==> config.mk <==
export PLATFORM = sky130hd
export DESIGN_NAME = conv_sched
export DESIGN_NICKNAME = d
export VERILOG_FILES = /design/src/rtl/conv_pkg.sv /design/src/rtl/weight_fetch.sv /design/src/rtl/conv_sched.sv
export SDC_FILE = /design/constraint.sdc
export NUM_CORES = 1
export LEC_CHECK = 0
export CAP_MARGIN = 20
export CORE_AREA = 2 2 261 263
export DETAILED_ROUTE_END_ITERATION = 10
export DIE_AREA = 0 0 263 265
export HOLD_SLACK_MARGIN = 0.1
export MAX_ROUTING_LAYER = met4
export PLACE_DENSITY_LB_ADDON = 0.12
export SLEW_MARGIN = 20
export SYNTH_ARGS = -nofsm -noshare
export SYNTH_HDL_FRONTEND = slang
export SYNTH_SLANG_ARGS = --single-unit
==> constraint.sdc <==
create_clock -name Clk -period 2.8 [get_ports Clk]
set_clock_uncertainty 0.05 [all_clocks]
set_input_delay 0.56 -clock Clk [delete_from_list [all_inputs] [get_ports Clk]]
set_output_delay 0.56 -clock Clk [all_outputs]
set_load 0.01 [all_outputs]
==> src/rtl/conv_pkg.sv <==
// conv_pkg: shared definitions for the conv_sched sequencer.
//   - state encoding for the job FSM
//   - KWORDS: number of weights per 3x3 kernel
//   - clog2: ceiling log2 helper for parameter-derived widths
package conv_pkg;

  typedef logic [2:0] state_t;

  localparam state_t ST_IDLE   = 3'd0;
  localparam state_t ST_LOAD   = 3'd1;
  localparam state_t ST_STREAM = 3'd2;
  localparam state_t ST_DRAIN  = 3'd3;
  localparam state_t ST_DONE   = 3'd4;

  localparam int KWORDS = 9;

  // Ceiling log2; clog2(1) = 0, callers clamp widths to at least 1.
  function automatic int clog2(input int value);
    int result;
    int rem;
    result = 0;
    rem    = value - 1;
    while (rem > 0) begin
      result = result + 1;
      rem    = rem >> 1;
    end
    return result;
  endfunction

endpackage

==> src/rtl/weight_fetch.sv <==
// weight_fetch: issues the KWORDS weight-memory reads for one kernel.
// Ports:
//   Clk, Rst_n    clock, asynchronous active-low reset
//   go            pulse: begin a 9-read burst
//   wmem_rd       read strobe, high for exactly KWORDS cycles
//   addr_inc      advance the caller's address counter (one per read)
//   weight_valid  wmem_rd delayed one cycle, aligned with memory data
//   fin           pulse coincident with the last weight_valid
module weight_fetch
  import conv_pkg::*;
(
  input  logic Clk,
  input  logic Rst_n,
  input  logic go,
  output logic wmem_rd,
  output logic addr_inc,
  output logic weight_valid,
  output logic fin
);

  logic [3:0] rd_cnt_reg;
  logic       rd_reg;
  logic       valid_reg;
  logic       last_reg;
  logic       last_rd;

  assign last_rd = rd_reg && (rd_cnt_reg == 4'(KWORDS - 1));

  always_ff @(posedge Clk or negedge Rst_n) begin
    if (!Rst_n) begin
      rd_cnt_reg <= '0;
      rd_reg     <= 1'b0;
      valid_reg  <= 1'b0;
      last_reg   <= 1'b0;
    end else begin
      if (go) begin
        rd_reg     <= 1'b1;
        rd_cnt_reg <= '0;
      end else if (rd_reg) begin
        rd_cnt_reg <= rd_cnt_reg + 4'd1;
        if (last_rd) begin
          rd_reg <= 1'b0;
        end
      end
      valid_reg <= rd_reg;
      // Delaying the last-read flag with the strobe marks the final valid word.
      last_reg  <= last_rd;
    end
  end

  assign wmem_rd      = rd_reg;
  assign addr_inc     = rd_reg;
  assign weight_valid = valid_reg;
  assign fin          = last_reg;

endmodule

==> src/rtl/conv_sched.sv <==
// conv_sched: sequences a 3x3 ConvLayer over NumKernels kernels. For each
// kernel it loads 9 weights from weight memory, gates num_windows windows from
// upstream, then waits for every result to drain before the next kernel.
// Ports:
//   Clk, Rst_n                  clock, asynchronous active-low reset
//   start, num_windows          job start (ignored while busy), windows per kernel
//   busy, done, kernel_idx      job status
//   wmem_rd, wmem_addr, wmem_data   weight memory (1-cycle read latency)
//   win_in, win_in_valid, win_in_ready   upstream window stream
//   weight_out, weight_valid    to ConvLayer weight port
//   window_out, window_valid    to ConvLayer window port
//   result_valid                from ConvLayer, counted for drain detection
module conv_sched
  import conv_pkg::*;
#(
  parameter  int DataWidth  = 32,
  parameter  int NumKernels = 4,
  parameter  int WAddrWidth = 8,
  parameter  int CntWidth   = 16,
  localparam int KIdxWidth  = (clog2(NumKernels) < 1) ? 1 : clog2(NumKernels)
) (
  input  logic                   Clk,
  input  logic                   Rst_n,
  input  logic                   start,
  input  logic [CntWidth-1:0]    num_windows,
  output logic                   busy,
  output logic                   done,
  output logic [KIdxWidth-1:0]   kernel_idx,
  output logic                   wmem_rd,
  output logic [WAddrWidth-1:0]  wmem_addr,
  input  logic [DataWidth-1:0]   wmem_data,
  input  logic [9*DataWidth-1:0] win_in,
  input  logic                   win_in_valid,
  output logic                   win_in_ready,
  output logic [DataWidth-1:0]   weight_out,
  output logic                   weight_valid,
  output logic [9*DataWidth-1:0] window_out,
  output logic                   window_valid,
  input  logic                   result_valid
);

  state_t                state_reg;
  state_t                state_next;
  logic [CntWidth-1:0]   num_win_reg;
  logic [CntWidth-1:0]   win_cnt_reg;
  logic [CntWidth-1:0]   win_cnt_inc;
  logic [CntWidth-1:0]   res_cnt_reg;
  logic [KIdxWidth-1:0]  kernel_idx_reg;
  logic [WAddrWidth-1:0] wmem_addr_reg;

  logic go;
  logic fin;
  logic addr_inc;
  logic job_accept;
  logic win_accept;
  logic last_win;
  logic drain_done;
  logic last_kernel;
  logic counting;

  weight_fetch u_weight_fetch (
    .Clk          (Clk),
    .Rst_n        (Rst_n),
    .go           (go),
    .wmem_rd      (wmem_rd),
    .addr_inc     (addr_inc),
    .weight_valid (weight_valid),
    .fin          (fin)
  );

  assign job_accept  = (state_reg == ST_IDLE) && start && (num_windows != '0);
  assign win_accept  = win_in_valid && win_in_ready;
  assign win_cnt_inc = win_cnt_reg + CntWidth'(1);
  assign last_win    = win_accept && (win_cnt_inc == num_win_reg);
  assign drain_done  = (state_reg == ST_DRAIN) && (res_cnt_reg == num_win_reg);
  assign last_kernel = (kernel_idx_reg == KIdxWidth'(NumKernels - 1));
  // Results are only meaningful once windows have been issued for this kernel.
  assign counting    = (state_reg == ST_STREAM) || (state_reg == ST_DRAIN);

  // State register
  always_ff @(posedge Clk or negedge Rst_n) begin
    if (!Rst_n) begin
      state_reg <= ST_IDLE;
    end else begin
      state_reg <= state_next;
    end
  end

  // Next-state logic
  always_comb begin
    state_next = state_reg;
    case (state_reg)
      ST_IDLE: begin
        if (start) begin
          state_next = (num_windows != '0) ? ST_LOAD : ST_DONE;
        end
      end
      ST_LOAD: begin
        if (fin) begin
          state_next = ST_STREAM;
        end
      end
      ST_STREAM: begin
        if (last_win) begin
          state_next = ST_DRAIN;
        end
      end
      ST_DRAIN: begin
        if (drain_done) begin
          state_next = last_kernel ? ST_DONE : ST_LOAD;
        end
      end
      ST_DONE: begin
        state_next = ST_IDLE;
      end
      default: begin
        state_next = ST_IDLE;
      end
    endcase
  end

  // FSM outputs
  always_comb begin
    win_in_ready = (state_reg == ST_STREAM);
    done         = (state_reg == ST_DONE);
    busy         = (state_reg != ST_IDLE);
    go           = job_accept || (drain_done && !last_kernel);
  end

  // Counters, kernel index and weight address
  always_ff @(posedge Clk or negedge Rst_n) begin
    if (!Rst_n) begin
      num_win_reg    <= '0;
      win_cnt_reg    <= '0;
      res_cnt_reg    <= '0;
      kernel_idx_reg <= '0;
      wmem_addr_reg  <= '0;
    end else if (job_accept) begin
      num_win_reg    <= num_windows;
      win_cnt_reg    <= '0;
      res_cnt_reg    <= '0;
      kernel_idx_reg <= '0;
      wmem_addr_reg  <= '0;
    end else begin
      // The address runs on across kernels, so kernel k lands on 9k..9k+8.
      if (addr_inc) begin
        wmem_addr_reg <= wmem_addr_reg + WAddrWidth'(1);
      end
      if (drain_done) begin
        win_cnt_reg <= '0;
        res_cnt_reg <= '0;
        if (!last_kernel) begin
          kernel_idx_reg <= kernel_idx_reg + KIdxWidth'(1);
        end
      end else begin
        if (win_accept) begin
          win_cnt_reg <= win_cnt_inc;
        end
        if (counting && result_valid && (res_cnt_reg != num_win_reg)) begin
          res_cnt_reg <= res_cnt_reg + CntWidth'(1);
        end
      end
    end
  end

  assign kernel_idx   = kernel_idx_reg;
  assign wmem_addr    = wmem_addr_reg;
  // Gated so the weight port reads zero whenever no weight is being presented.
  assign weight_out   = weight_valid ? wmem_data : '0;
  assign window_out   = win_in;
  assign window_valid = win_accept;

endmodule

# Word level (Yosys, flattened, before mapping)
# Index checks and enable logic that the tools add are counted.
[word_totals]
inputBits = 341
out_inout_bits = 336
wordCells = 75
register_bits = 68
[classes]
n_addsub = 5
n_eq_ne = 14
n_reduce_logical = 22
n_mux = 24
[op_table]
columns = ["operator", "n"]
rows = [
  ["16-bit two-way mux", 6],
  ["16-bit by 1-bit adder with 16-bit output, second input constant", 2],
  ["16-bit equality test", 2],
  ["32-bit two-way mux", 1],
  ["3-bit two-way mux", 6],
  ["8-bit two-way mux", 2],
  ["16-bit inequality test", 1],
  ["16-bit nonzero test", 1],
  ["3-bit case mux with 4 select lines", 1],
  ["1-bit logical AND", 9],
  ["3-bit nonzero test", 3],
  ["8-bit by 1-bit adder with 8-bit output, second input constant", 1],
  ["4-bit two-way mux", 2],
  ["3-bit by 2-bit equality test with 1-bit output, second input constant", 2],
  ["2-bit two-way mux", 3],
  ["2-bit inequality test, second input constant", 3],
  ["2-bit nonzero test", 3],
  ["4-bit by 1-bit adder with 4-bit output, second input constant", 1],
  ["4-bit equality test, second input constant", 1],
  ["2-bit by 1-bit inequality test with 1-bit output, second input constant", 2],
  ["4-bit AND reduction", 1],
  ["3-bit by 1-bit equality test with 1-bit output, second input constant", 1],
  ["3-bit equality test, second input constant", 1],
  ["3-bit zero test", 1],
  ["other kinds (6)", 9],
]

# Logic depth before layout (Yosys ltp)
# Gate-level depths: netlist (run 1).
[depth]
ltp_word = 7
ltp_mapped = 8
depth_no_buf = 8

# Hierarchy
# A second synthesis (run 1) with hierarchy kept.
[unflattened]
hier_cells = 752
hier_area_um2 = 6234.7
[modules_own_cells]
columns = ["mod", "seq_area_each_um2", "cells_per_inst", "area_each_um2", "instances"]
rows = [
  ["conv_sched", 1526.5, 724, 5890.6, 1],
  ["weight_fetch", 175.2, 28, 344.1, 1],
]

# Least setup slack after synthesis (run 1)
# Ideal clock, no wire load.
[synth_path]
path_kind = "input -> register"
from = "input port num_windows[10]"
to = "register res_cnt_reg[11]"
arrival_ns = 1.855
cell_stages = 7
t_required_ns = 2.679
n_path_buf = 2
setup_ns = 0.071
slack_ns = 0.823
cell_sequence = "nor4_1 > nand4_1 > nand3_1 > o31ai_4 > buf_4 > buf_4 > nor2_1"
[synth_between]
elab_chain_len = 3
elab_cells_between_ends = 4
cone_classes = "1 x mux; 3 x reduce/logical"
[synth_rtl]
columns = ["item", "line", "source"]
rows = [
  ["start, declared", "conv_sched.sv:25", "input logic [CntWidth-1:0] num_windows,"],
  ["16-bit nonzero test (*)", "conv_sched.sv:71", "assign job_accept = (state_reg == ST_IDLE) && start && (num_windows != '0);"],
  ["1-bit logical AND (*)", "conv_sched.sv:71", ""],
  ["3-bit nonzero test (no source line) or 16-bit two-way mux (tied branches)", "--", ""],
  ["end signal, assigned", "conv_sched.sv:160", "res_cnt_reg <= res_cnt_reg + CntWidth'(1);"],
  ["end, declared", "conv_sched.sv:47", "logic [CntWidth-1:0] res_cnt_reg;"],
]
# Every way passes the cells marked *; elsewhere a longest branch is shown, timed or not.
# A chain may end at the register's enable or synchronous reset.

# Final worst setup path (run 1)
[layout_path]
from = "register num_win_reg[0]"
to = "register res_cnt_reg[13]"
[layout_between]
elab_chain_len = 4
elab_cells_between_ends = 7
cone_classes = "2 x eq/ne; 2 x mux; 3 x reduce/logical"
[layout_rtl]
columns = ["item", "line", "source"]
rows = [
  ["start, declared", "conv_sched.sv:44", "logic [CntWidth-1:0] num_win_reg;"],
  ["start signal, assigned", "conv_sched.sv:139", "num_win_reg <= num_windows;"],
  ["16-bit equality test", "conv_sched.sv:75", "assign drain_done = (state_reg == ST_DRAIN) && (res_cnt_reg == num_win_reg);"],
  ["1-bit logical AND", "conv_sched.sv:75", ""],
  ["16-bit two-way mux", "conv_sched.sv:149", "if (drain_done) begin"],
  ["16-bit two-way mux", "conv_sched.sv:138", "end else if (job_accept) begin"],
]
# Several ways; a longest one is shown, not always the timed one.

==> impl_metrics.env, run 1 <==
export IMPL_status="finished clean"
export IMPL_synthesis_area_um2=6267
export IMPL_dieArea_um2=69700
export IMPL_layout_drive_gt1_share_pct=9.573
export IMPL_yosysSeqAreaShare_pct=27.15
export IMPL_routabilityCongestion=0.7579
export IMPL_grt_pass1_vias=4490
export IMPL_critical_path_arrival_ps=2710
export IMPL_synth_area_leader_cell="buf_4"
export IMPL_fin_tns_setup_ps=0
export IMPL_synth_distinct_cells=53
export IMPL_synthCells=750
export IMPL_path_cells="xor2_1 -> nor4_2 -> nand4_4 -> o31ai_4 -> mux2i_1 -> a21o_1"
export IMPL_ys_warn_count=0
export IMPL_cts_made_buffers=9
export IMPL_insertion_delay_ps=360
export IMPL_ant_nets=0
export IMPL_r2r_start="num_win_reg[0]"
export IMPL_worst_pin_slew_ps=840.6
export IMPL_tritoncts="done"
export IMPL_ctsLongestPathBuffers=2
export IMPL_synth_edf_count=0
export IMPL_dp_cells=1442
export IMPL_hold_viol=0
export IMPL_grt_overflow=0
export IMPL_viasPerCell=2.871
export IMPL_h_tree_depth=3
export IMPL_ios=677
export IMPL_rr_worst_depth=6
export IMPL_drc=0
export IMPL_drv_cap=0
export IMPL_syn2layout_area_growth_pct=6.349
export IMPL_critPathMaxFanout=11
export IMPL_instances_no_fill=1458
export IMPL_cts_sinks=68
export IMPL_cpPeakStageDelay_ps=710
export IMPL_reg2reg_slack_ps=290
export IMPL_drt_iter0_markers=197
export IMPL_critPathSlowestCell="o31ai_4"
export IMPL_clk_pin_slew_ps=60
export IMPL_io_buffers=100
export IMPL_cts_resized_gates=0
export IMPL_leakage_nw=2.627
export IMPL_place_hpwl_um=35370
export IMPL_netlist_area_leader_share_pct=34.86
export IMPL_track_usage_pct=11.77
export IMPL_drv_slew=0
export IMPL_yosys_top_cells_count="buf_4, nand2_1, dfrtp_1, nor2_1, xor2_1"
export IMPL_reg2reg_to="res_cnt_reg[13]"
export IMPL_die_x_um=263
export IMPL_async_reset_ff_share_pct=100.0
export IMPL_fin_ws_ps=291.4
export IMPL_cp_data_required_time_ps=3000
export IMPL_grt_setup_unrepaired="no"
export IMPL_yosysMostFrequentCell="buf_4"
export IMPL_clock_fmax_ghz=0.3986
export IMPL_initial_core_util_pct=9.382
export IMPL_antenna_found_initial=0
export IMPL_ctsHoldBuffers=0
export IMPL_fp_row_count=95
export IMPL_critPathLaunchType="flop"
export IMPL_die_height_um=265
export IMPL_synth_top_flop_cell="dfrtp_1"
export IMPL_syn_num_nets=1097
export IMPL_hold_class="in -> async"
export IMPL_ys_ff_latch=68
export IMPL_postRouteWirelength_um=40970
export IMPL_core_area_um2=66800
export IMPL_crit_path_end_kind="flop"
export IMPL_setup_viol=0
export IMPL_pre_cts_ws_ps=-27.99
export IMPL_fin_nets=927
export IMPL_clockRootBuffer="clkbuf_16"
export IMPL_slew_headroom_pct=43.96
export IMPL_min_period_over_period_pct=89.59
export IMPL_postCtsSetupBuffers=0
export IMPL_grt_max_degree=36
export IMPL_period_needed_ps=2509
export IMPL_grt_pass1_wl_um=51630
export IMPL_first_pass_iters=4
export IMPL_avgRoutedWirePerCell_um=28.10
export IMPL_vias=4186
export IMPL_powerDensity_nw_per_um2=744.4
export IMPL_critPathKind="reg -> reg"
export IMPL_synth_top_cells_by_area="buf_4, dfrtp_1, xor2_1, nand2_1, and2_1"
export IMPL_antenna_cells=0
export IMPL_synth_avg_cell_area_um2=8.356
export IMPL_vdd_drop_max_uv=282.4
==> layout make-up <==
cell class / instances / area [um^2]
fillers: 7780 / 60140
multi-input cells: 365 / 2276
inverters: 10 / 37.54
well taps: 873 / 1092
flip-flops and latches: 68 / 1702
clock buffers: 16 / 301.5
repair buffers: 126 / 1256
==> metal layers <==
layer / up-vias / wire (um) / global-route usage, %
met2: 452 / 17830 / 17.11
met5: - / 0 / -
met1: 1859 / 11550 / 9.177
li1: 1791 / - / -
met3: 84 / 10510 / 13.92
met4: 0 / 1080 / 3.707
==> layout by cell type (no fill, tap or decap), types with 4 or more instances in the layout <==
cell type         n
clkbuf_16         9
clkdlybuf4s50_1  99
buf_12            5
nor3_1            4
inv_1             9
nand2_1          74
dfrtp_1          68
nor2_1           53
xor2_1           49
nand4_1          10
buf_4            22
mux2i_1           7
and3_1            9
a21oi_1           9
nand3_1          28
a21o_1            4
nor4_1            7
ha_1              6
o21ai_0           4
xnor2_1          23
and2_1           34
clkbuf_8          5
==> worst max-delay path: cells and delay by family, from the launching register on <==
| kind | cells | cell delay [ps] |
|---|---|---|
| flip-flops | 1 | 460 |
| AND/OR/NAND/NOR | 2 | 560 |
| multiplexers | 1 | 170 |
| XOR/XNOR | 1 | 220 |
| AO/OA/AOI/OAI | 2 | 920 |
==> worst max path at each step <==
stage	from	end	slack [ps]
after global routing	num_win_reg[0]	res_cnt_reg[12]	150
after floorplan	num_windows[10]	res_cnt_reg[11]	820
after detailed placement	num_windows[10]	win_cnt_reg[13]	-30
final	num_win_reg[0]	res_cnt_reg[13]	290
after CTS	num_win_reg[0]	res_cnt_reg[13]	240
after global placement	num_windows[1]	win_cnt_reg[13]	-20
==> per-stage QoR <==
stage          power (W)  instance area [um^2]  utilization (%)  hold WS (ps)
5_1_grt         0.005350                  6665            9.978         158.0
4_1_cts         0.005127                  6665            9.978         131.4
3_5_place_dp    0.003869                  6364            9.526         486.3
6_report        0.004962                  6665            9.978         131.5
2_1_floorplan   0.003096                  6267                -         214.4
3_3_place_gp    0.003904                  6364            9.526         478.7
==> kinds of logic (layout without fill, tap and decap cells) <==
family	Yosys count	count (layout)	share of synthesized area (%)
buf+inv	317	152	36.57
mux	7	7	1.118
xor+xnor	72	72	10.06
fa+ha+maj	6	6	1.198
simple gates	243	243	19.68
flops	68	68	27.15
compound gates	37	37	4.213
==> where the power goes <==
part | leakage, nW | switching, W | internal (W) | total (W)
Sequential | 0.892 | 0.000359 | 0.00124 | 0.00159
Combinational | 1.59 | 0.00113 | 0.00105 | 0.00218
Clock | 0.149 | 0.000463 | 0.000722 | 0.00119
Total | 2.63 | 0.00195 | 0.00301 | 0.00496
(Power assumes the default switching activity.)
==> inputs of run 2 (changes only) <==
CORE_AREA = 2 2 260 262   (was 2 2 261 263)
DIE_AREA = 0 0 262 264   (was 0 0 263 265)
RECOVER_POWER = 50   (was default)
clock period = 3.05 ns   (was 2.8 ns; I/O delays follow)
==> impl_metrics.env, run 2 (synthesized netlist as in run 1, its figures left out) <==
export IMPL_cpPeakStageDelay_ps=570
export IMPL_grt_setup_unrepaired="no"
export IMPL_drt_iter0_markers=210
export IMPL_crit_path_end_kind="primary output"
export IMPL_slew_headroom_pct=-44.36
export IMPL_dieArea_um2=69170
export IMPL_path_buf_inv=3
export IMPL_path_depth=4
export IMPL_place_hpwl_um=42030
export IMPL_combPwrFrac_pct=40.9
export IMPL_power_frac_seq_pct=32.7
export IMPL_r2r_start="num_win_reg[0]"
export IMPL_worst_pin_slew_ps=2165
export IMPL_io_buffers=100
export IMPL_met3_length_um=13840
export IMPL_cts_sinks=68
export IMPL_fin_hold_ws_ps=490.6
export IMPL_h_tree_depth=3
export IMPL_min_period_over_period_pct=88.63
export IMPL_die_x_um=262
export IMPL_grt_max_degree=36
export IMPL_viasPerCell=2.916
export IMPL_status="complete, but fails checks"
export IMPL_grt_pass1_vias=4455
export IMPL_ios=677
export IMPL_cp_data_required_time_ps=2390
export IMPL_hold_viol=0
export IMPL_layout_commonest_cell="clkdlybuf4s50_1"
export IMPL_postCtsSetupBuffers=0
export IMPL_track_usage_pct=13.70
export IMPL_path_cells="clkdlybuf4s50_1 -> nand3_1 -> inv_2 -> clkdlybuf4s50_1"
export IMPL_violations="capacitance limit, slew limit"
export IMPL_avgRoutedWirePerCell_um=32.71
export IMPL_clock_fmax_ghz=0.3699
export IMPL_initial_core_util_pct=9.415
export IMPL_vias=4219
export IMPL_startpoint="win_in_valid"
export IMPL_drv_slew=34
export IMPL_clockRootBuffer="clkbuf_16"
export IMPL_drc=0
export IMPL_fillCellCount=7759
export IMPL_grt_overflow=0
export IMPL_powerDensity_nw_per_um2=689.3
export IMPL_critPathLaunchType="input port"
export IMPL_setup_viol=0
export IMPL_postRouteWirelength_um=47330
export IMPL_finalPower_w=0.004521
export IMPL_critPathSlowestCell="clkdlybuf4s50_1"
export IMPL_final_area_um2=6559
export IMPL_critPathKind="in -> out"
export IMPL_first_pass_iters=4
export IMPL_insertion_delay_ps=370
export IMPL_wl_met2_um=20250
export IMPL_crit_path_frequent_cell="clkdlybuf4s50_1"
export IMPL_tritoncts="done"
export IMPL_die_height_um=264
export IMPL_ctsLongestPathBuffers=2
export IMPL_swShare_pct=39.27
export IMPL_cp_top_family="buffers and inverters"
export IMPL_final_cell_mix="clkdlybuf4s50_1, nand2_1, dfrtp_1"
export IMPL_antenna_cells=0
export IMPL_hold_class="reg -> reg"
export IMPL_reg2reg_slack_ps=720
export IMPL_core_area_um2=66560
export IMPL_cts_made_buffers=9
export IMPL_wl_met1_um=11650
export IMPL_syn2layout_area_growth_pct=4.652
export IMPL_worstSetupEndpoint="window_valid"
export IMPL_drv_cap=1
export IMPL_period_needed_ps=2703
export IMPL_critPathMaxFanout=6
export IMPL_p_int_w=0.002745
export IMPL_utilization_pct=9.853
export IMPL_reg2reg_to="res_cnt_reg[0]"
export IMPL_fin_nets=916
export IMPL_grt_pass1_wl_um=57260
export IMPL_ctsHoldBuffers=0
export IMPL_p_switching_w=0.001775
export IMPL_p_clk_share_pct=26.3
export IMPL_layout_drive_gt1_share_pct=7.840
export IMPL_rr_worst_depth=6
export IMPL_critical_path_arrival_ps=2040
export IMPL_clk_pin_slew_ps=60
export IMPL_top_layer_used="met4"
export IMPL_placed_area_um2=6243
export IMPL_vdd_drop_max_uv=295.2
export IMPL_cts_resized_gates=0
export IMPL_routabilityCongestion=0.8055
export IMPL_fp_row_count=95
export IMPL_ant_nets=0
export IMPL_leakage_nw=2.560
export IMPL_antenna_found_initial=0
==> run 2: cell count changes in the layout (fill, tap and decap cells not counted), moves of 2 or more <==
cell	change
clkinvlp_4	+2
bufinv_16	+2
clkbuf_8	-5
buf_4	-10
buf_12	-3
inv_6	+2
==> run 2: cell type report <==
| cell class | count | area (um^2) | area share, % |
|---|---|---|---|
| clock buffers | 9 | 225.2 | 3.434 |
| well taps | 873 | 1092 | 16.65 |
| inverters | 10 | 37.54 | 0.5723 |
| clock inverters | 7 | 97.59 | 1.488 |
| flip-flops and latches | 68 | 1702 | 25.94 |
| repair buffers | 115 | 1129 | 17.21 |
| multi-input cells | 365 | 2276 | 34.70 |
==> run 2: worst min path at each step <==
stage / cells past startpoint / from / slack [ps] / endpoint
5_1_grt: 1 / state_reg[2] / 510 / state_reg[1]
6_report: 1 / state_reg[2] / 490 / state_reg[1]
2_1_floorplan: 0 / Rst_n / 260 / kernel_idx[0]
3_5_place_dp: 1 / state_reg[2] / 480 / state_reg[1]
3_3_place_gp: 2 / u_weight_fetch.rd_cnt_reg[3] / 480 / u_weight_fetch.rd_cnt_reg[3]
4_1_cts: 1 / Rst_n / 170 / num_win_reg[9]
==> run 2: power by group through the flow <==
stage	logic (W)	registers (W)	clock network, W
6_report	0.00185	0.00148	0.00119
3_5_place_dp	0.00190	0.00152	0
2_1_floorplan	0.00145	0.00139	0
5_1_grt	0.00207	0.00153	0.00129
3_3_place_gp	0.00192	0.00152	0
4_1_cts	0.00191	0.00150	0.00126
==> run 2: stage by stage <==
| stage | cells | worst slack, ps | setup TNS [ps] |
|---|---|---|---|
| floorplan | 750 | 1023 | 0 |
| global placement | 1431 | -61.23 | -289.1 |
| detailed placement | 1431 | -54.75 | -277.2 |
| CTS | 1447 | 292.1 | 0 |
| global route | 1447 | 157.2 | 0 |
| finish | 1447 | 346.7 | 0 |
==> run 2: per-layer routing <==
layer | GRT usage (%) | vias to the layer above
met4 | 5.008 | 0
li1 | - | 1767
met2 | 19.40 | 460
met1 | 9.419 | 1899
met5 | - | -
met3 | 18.51 | 93
==> RTL edit, RTL diff (settings of run 1) <==
Reset style: synchronous (`Rst_n`), changed in 3 clocked blocks. Comments in the files are not updated.
--- a/src/rtl/weight_fetch.sv
+++ b/src/rtl/weight_fetch.sv
@@ -27,5 +27,5 @@
   assign last_rd = rd_reg && (rd_cnt_reg == 4'(KWORDS - 1));
 
-  always_ff @(posedge Clk or negedge Rst_n) begin
+  always_ff @(posedge Clk) begin
     if (!Rst_n) begin
       rd_cnt_reg <= '0;
--- a/src/rtl/conv_sched.sv
+++ b/src/rtl/conv_sched.sv
@@ -79,5 +79,5 @@
 
   // State register
-  always_ff @(posedge Clk or negedge Rst_n) begin
+  always_ff @(posedge Clk) begin
     if (!Rst_n) begin
       state_reg <= ST_IDLE;
@@ -129,5 +129,5 @@
 
   // Counters, kernel index and weight address
-  always_ff @(posedge Clk or negedge Rst_n) begin
+  always_ff @(posedge Clk) begin
     if (!Rst_n) begin
       num_win_reg    <= '0;
Function: differs if Rst_n is asserted again (counterexample within 4 cycles, from zero or initial values and one cycle with Rst_n low); with Rst_n held inactive, the same outputs for 4 cycles.
==> RTL edit against run 1 <==
  * Area after synthesis shrank 4.6%
  * Count of clock-buffer cells in the layout fell by 7
  * Cell count decreased by 0.14%
  * Sequential cell count is the same
  * Global-route usage is 1.5 points lower
  * Setup slack got worse by 0.065 ns
  * Cell area is 3.9% lower
  * Routed wire length fell by 12%
  * Register-to-register slack gained 0.19 ns
  * Critical endpoint is now window_valid
  * Largest cell class unchanged
Power is not compared: it rests on default switching activity, and its combinational part moved more than twofold at a synthesized area within 25%.
==> RTL edit: results (changes against run 1) <==
Logic synthesis
  – Prevailing post-synth register cell: dfxtp_1
  – Asr flop ratio synth: 0 (-1.000)
  – Sequential share of the synthesized area: 0.2278 (-0.04375)
  – Top cells by count, synth: buf_4 (288), nor2_1 (76), dfxtp_1 (68), xnor2_1 (56), and2_1 (36)
  – Distinct cells, synth: 52 (-1.9%)
  – Area contributors post-synth: buf_4 (36%), dfxtp_1 (23%), xnor2_1 (8.2%)

Finish
  – Final net count: 924 (-0.32%)
  – Fill count: 7807 (+0.35%)
  – Share of post-route cells with drive strength above 1: 0.1065 (+0.01080)

Placement
  – DP Wirelength: 31160 µm (-12%)
  – DP Worst Slack: -0.1357 ns (-0.1077 ns)

Route
  – Wire per inst: 24.72 µm (-12%)
  – Met2 routed WL: 16430 µm (-7.9%)
  – Starting DRT DRC Count: 150 (-24%)
  – Post-route ant nets: 0 (unchanged)
  – M1 WL: 9826 µm (-15%)
  – Vias: 4102 (-2.0%)
  – Met3 WL post-DR: 8342 µm (-21%)

Critical path
  – Reg-to-reg startpoint: res_cnt_reg[3]
  – R2R Setup Slk: 0.48 ns (+0.19 ns)
  – Top delay family on crit path: buffers and inverters
  – Crit path to: window_valid
  – Worst setup path start: state_reg[1]
  – Worst R2R End: win_cnt_reg[4]
  – Crit-path slowest cell: clkdlybuf4s50_1
  – Critical path peak fanout: 7 (-4)
  – Crit-path max cell delay: 0.56 ns (-0.15 ns)
  – Crit path DAT: 1.96 ns (-0.75 ns)

Global routing
  – First-pass GRT wire length: 45760 µm (-11%)
  – Total Routing Usage GR: 0.1029 (-0.01477)
  – Initial antenna violation count: 0 (unchanged)

Run status
  – Outcome: complete, no violations

Min path
  – Tightest Hold Check Type: reg2reg

STA
  – Relative slew slack: 0.6057 (+0.1660)
RTL edit: cell count changes after synthesis, moves of 4 or more:
cell / delta
dfxtp_1: +68
xnor2_1: +33
nor2_1: +23
dfrtp_1: -68
nand2_1: -47
nand4_1: +9
and3_1: -5
xor2_1: -30
inv_1: -5
mux2i_1: +12
nor4b_1: +11
nand3_1: -13
buf_2: +4
RTL edit: worst min-delay path by stage:
stage,to,cells past startpoint,startpoint,slack (ns)
2_1_floorplan,state_reg[1],2,u_weight_fetch.fin,0.42
3_3_place_gp,u_weight_fetch.rd_cnt_reg[3],2,u_weight_fetch.rd_cnt_reg[3],0.45
3_5_place_dp,state_reg[1],2,u_weight_fetch.fin,0.45
4_1_cts,state_reg[1],2,u_weight_fetch.fin,0.45
5_1_grt,state_reg[1],2,u_weight_fetch.fin,0.49
6_report,state_reg[1],2,u_weight_fetch.fin,0.44
RTL edit: through the flow:
step	instance area, µm²	util	instances
final	6407	0.09592	1456
after global routing	6405	0.09588	1455
after CTS	6405	0.09588	1455
after detailed placement	6105	0.09138	1439
after global placement	6105	0.09138	1439
after floorplan	5977	-	736
RTL edit: tightest hold or removal path: cells and delay by family (launching register included):
family	cells	cell delay [ns]
AND/OR/NAND/NOR	1	0.09
flip-flops	1	0.30
AO/OA/AOI/OAI	1	0.06
RTL edit: layout make-up:
type | instances | area [µm²] | area share
Multi-Input combinational cell | 357 | 2352 | 0.3671
Sequential cell | 68 | 1361 | 0.2125
Timing Repair Buffer | 135 | 1276 | 0.1992
Tap cell | 873 | 1092 | 0.1705
Clock buffer | 9 | 225.2 | 0.03515
Clock inverter | 7 | 75.07 | 0.01172
Inverter | 6 | 22.52 | 0.003515
Antenna cell | 1 | 2.502 | 0.0003905
RTL edit: power by group through the flow:
stage	Clock [mW]	Sequential, mW	Combinational [mW]
after CTS	1.27	1.02	0.359
final	1.21	1.02	0.348
after floorplan	0	1.03	0.570
after global placement	0	1.04	0.361
after detailed placement	0	1.04	0.356
after global routing	1.30	1.02	0.381
RTL edit: layer usage:
metal,vias up,track usage
li1,1802,-
met1,1833,0.07819
met2,382,0.1562
met3,85,0.1105
met4,0,0.04293
met5,-,-
RTL edit: logic make-up (layout without fill, tap and decap cells):
| logic type | count (synthesis) | in the layout | share of synthesized area |
|---|---|---|---|
| compound gates | 30 | 30 | 0.03768 |
| buf+inv | 311 | 157 | 0.3787 |
| other cells | 0 | 1 | 0 |
| xor+xnor | 75 | 75 | 0.1099 |
| simple gates | 227 | 227 | 0.2016 |
| flops | 68 | 68 | 0.2278 |
| mux | 19 | 19 | 0.03182 |
| fa+ha+maj | 6 | 6 | 0.01256 |
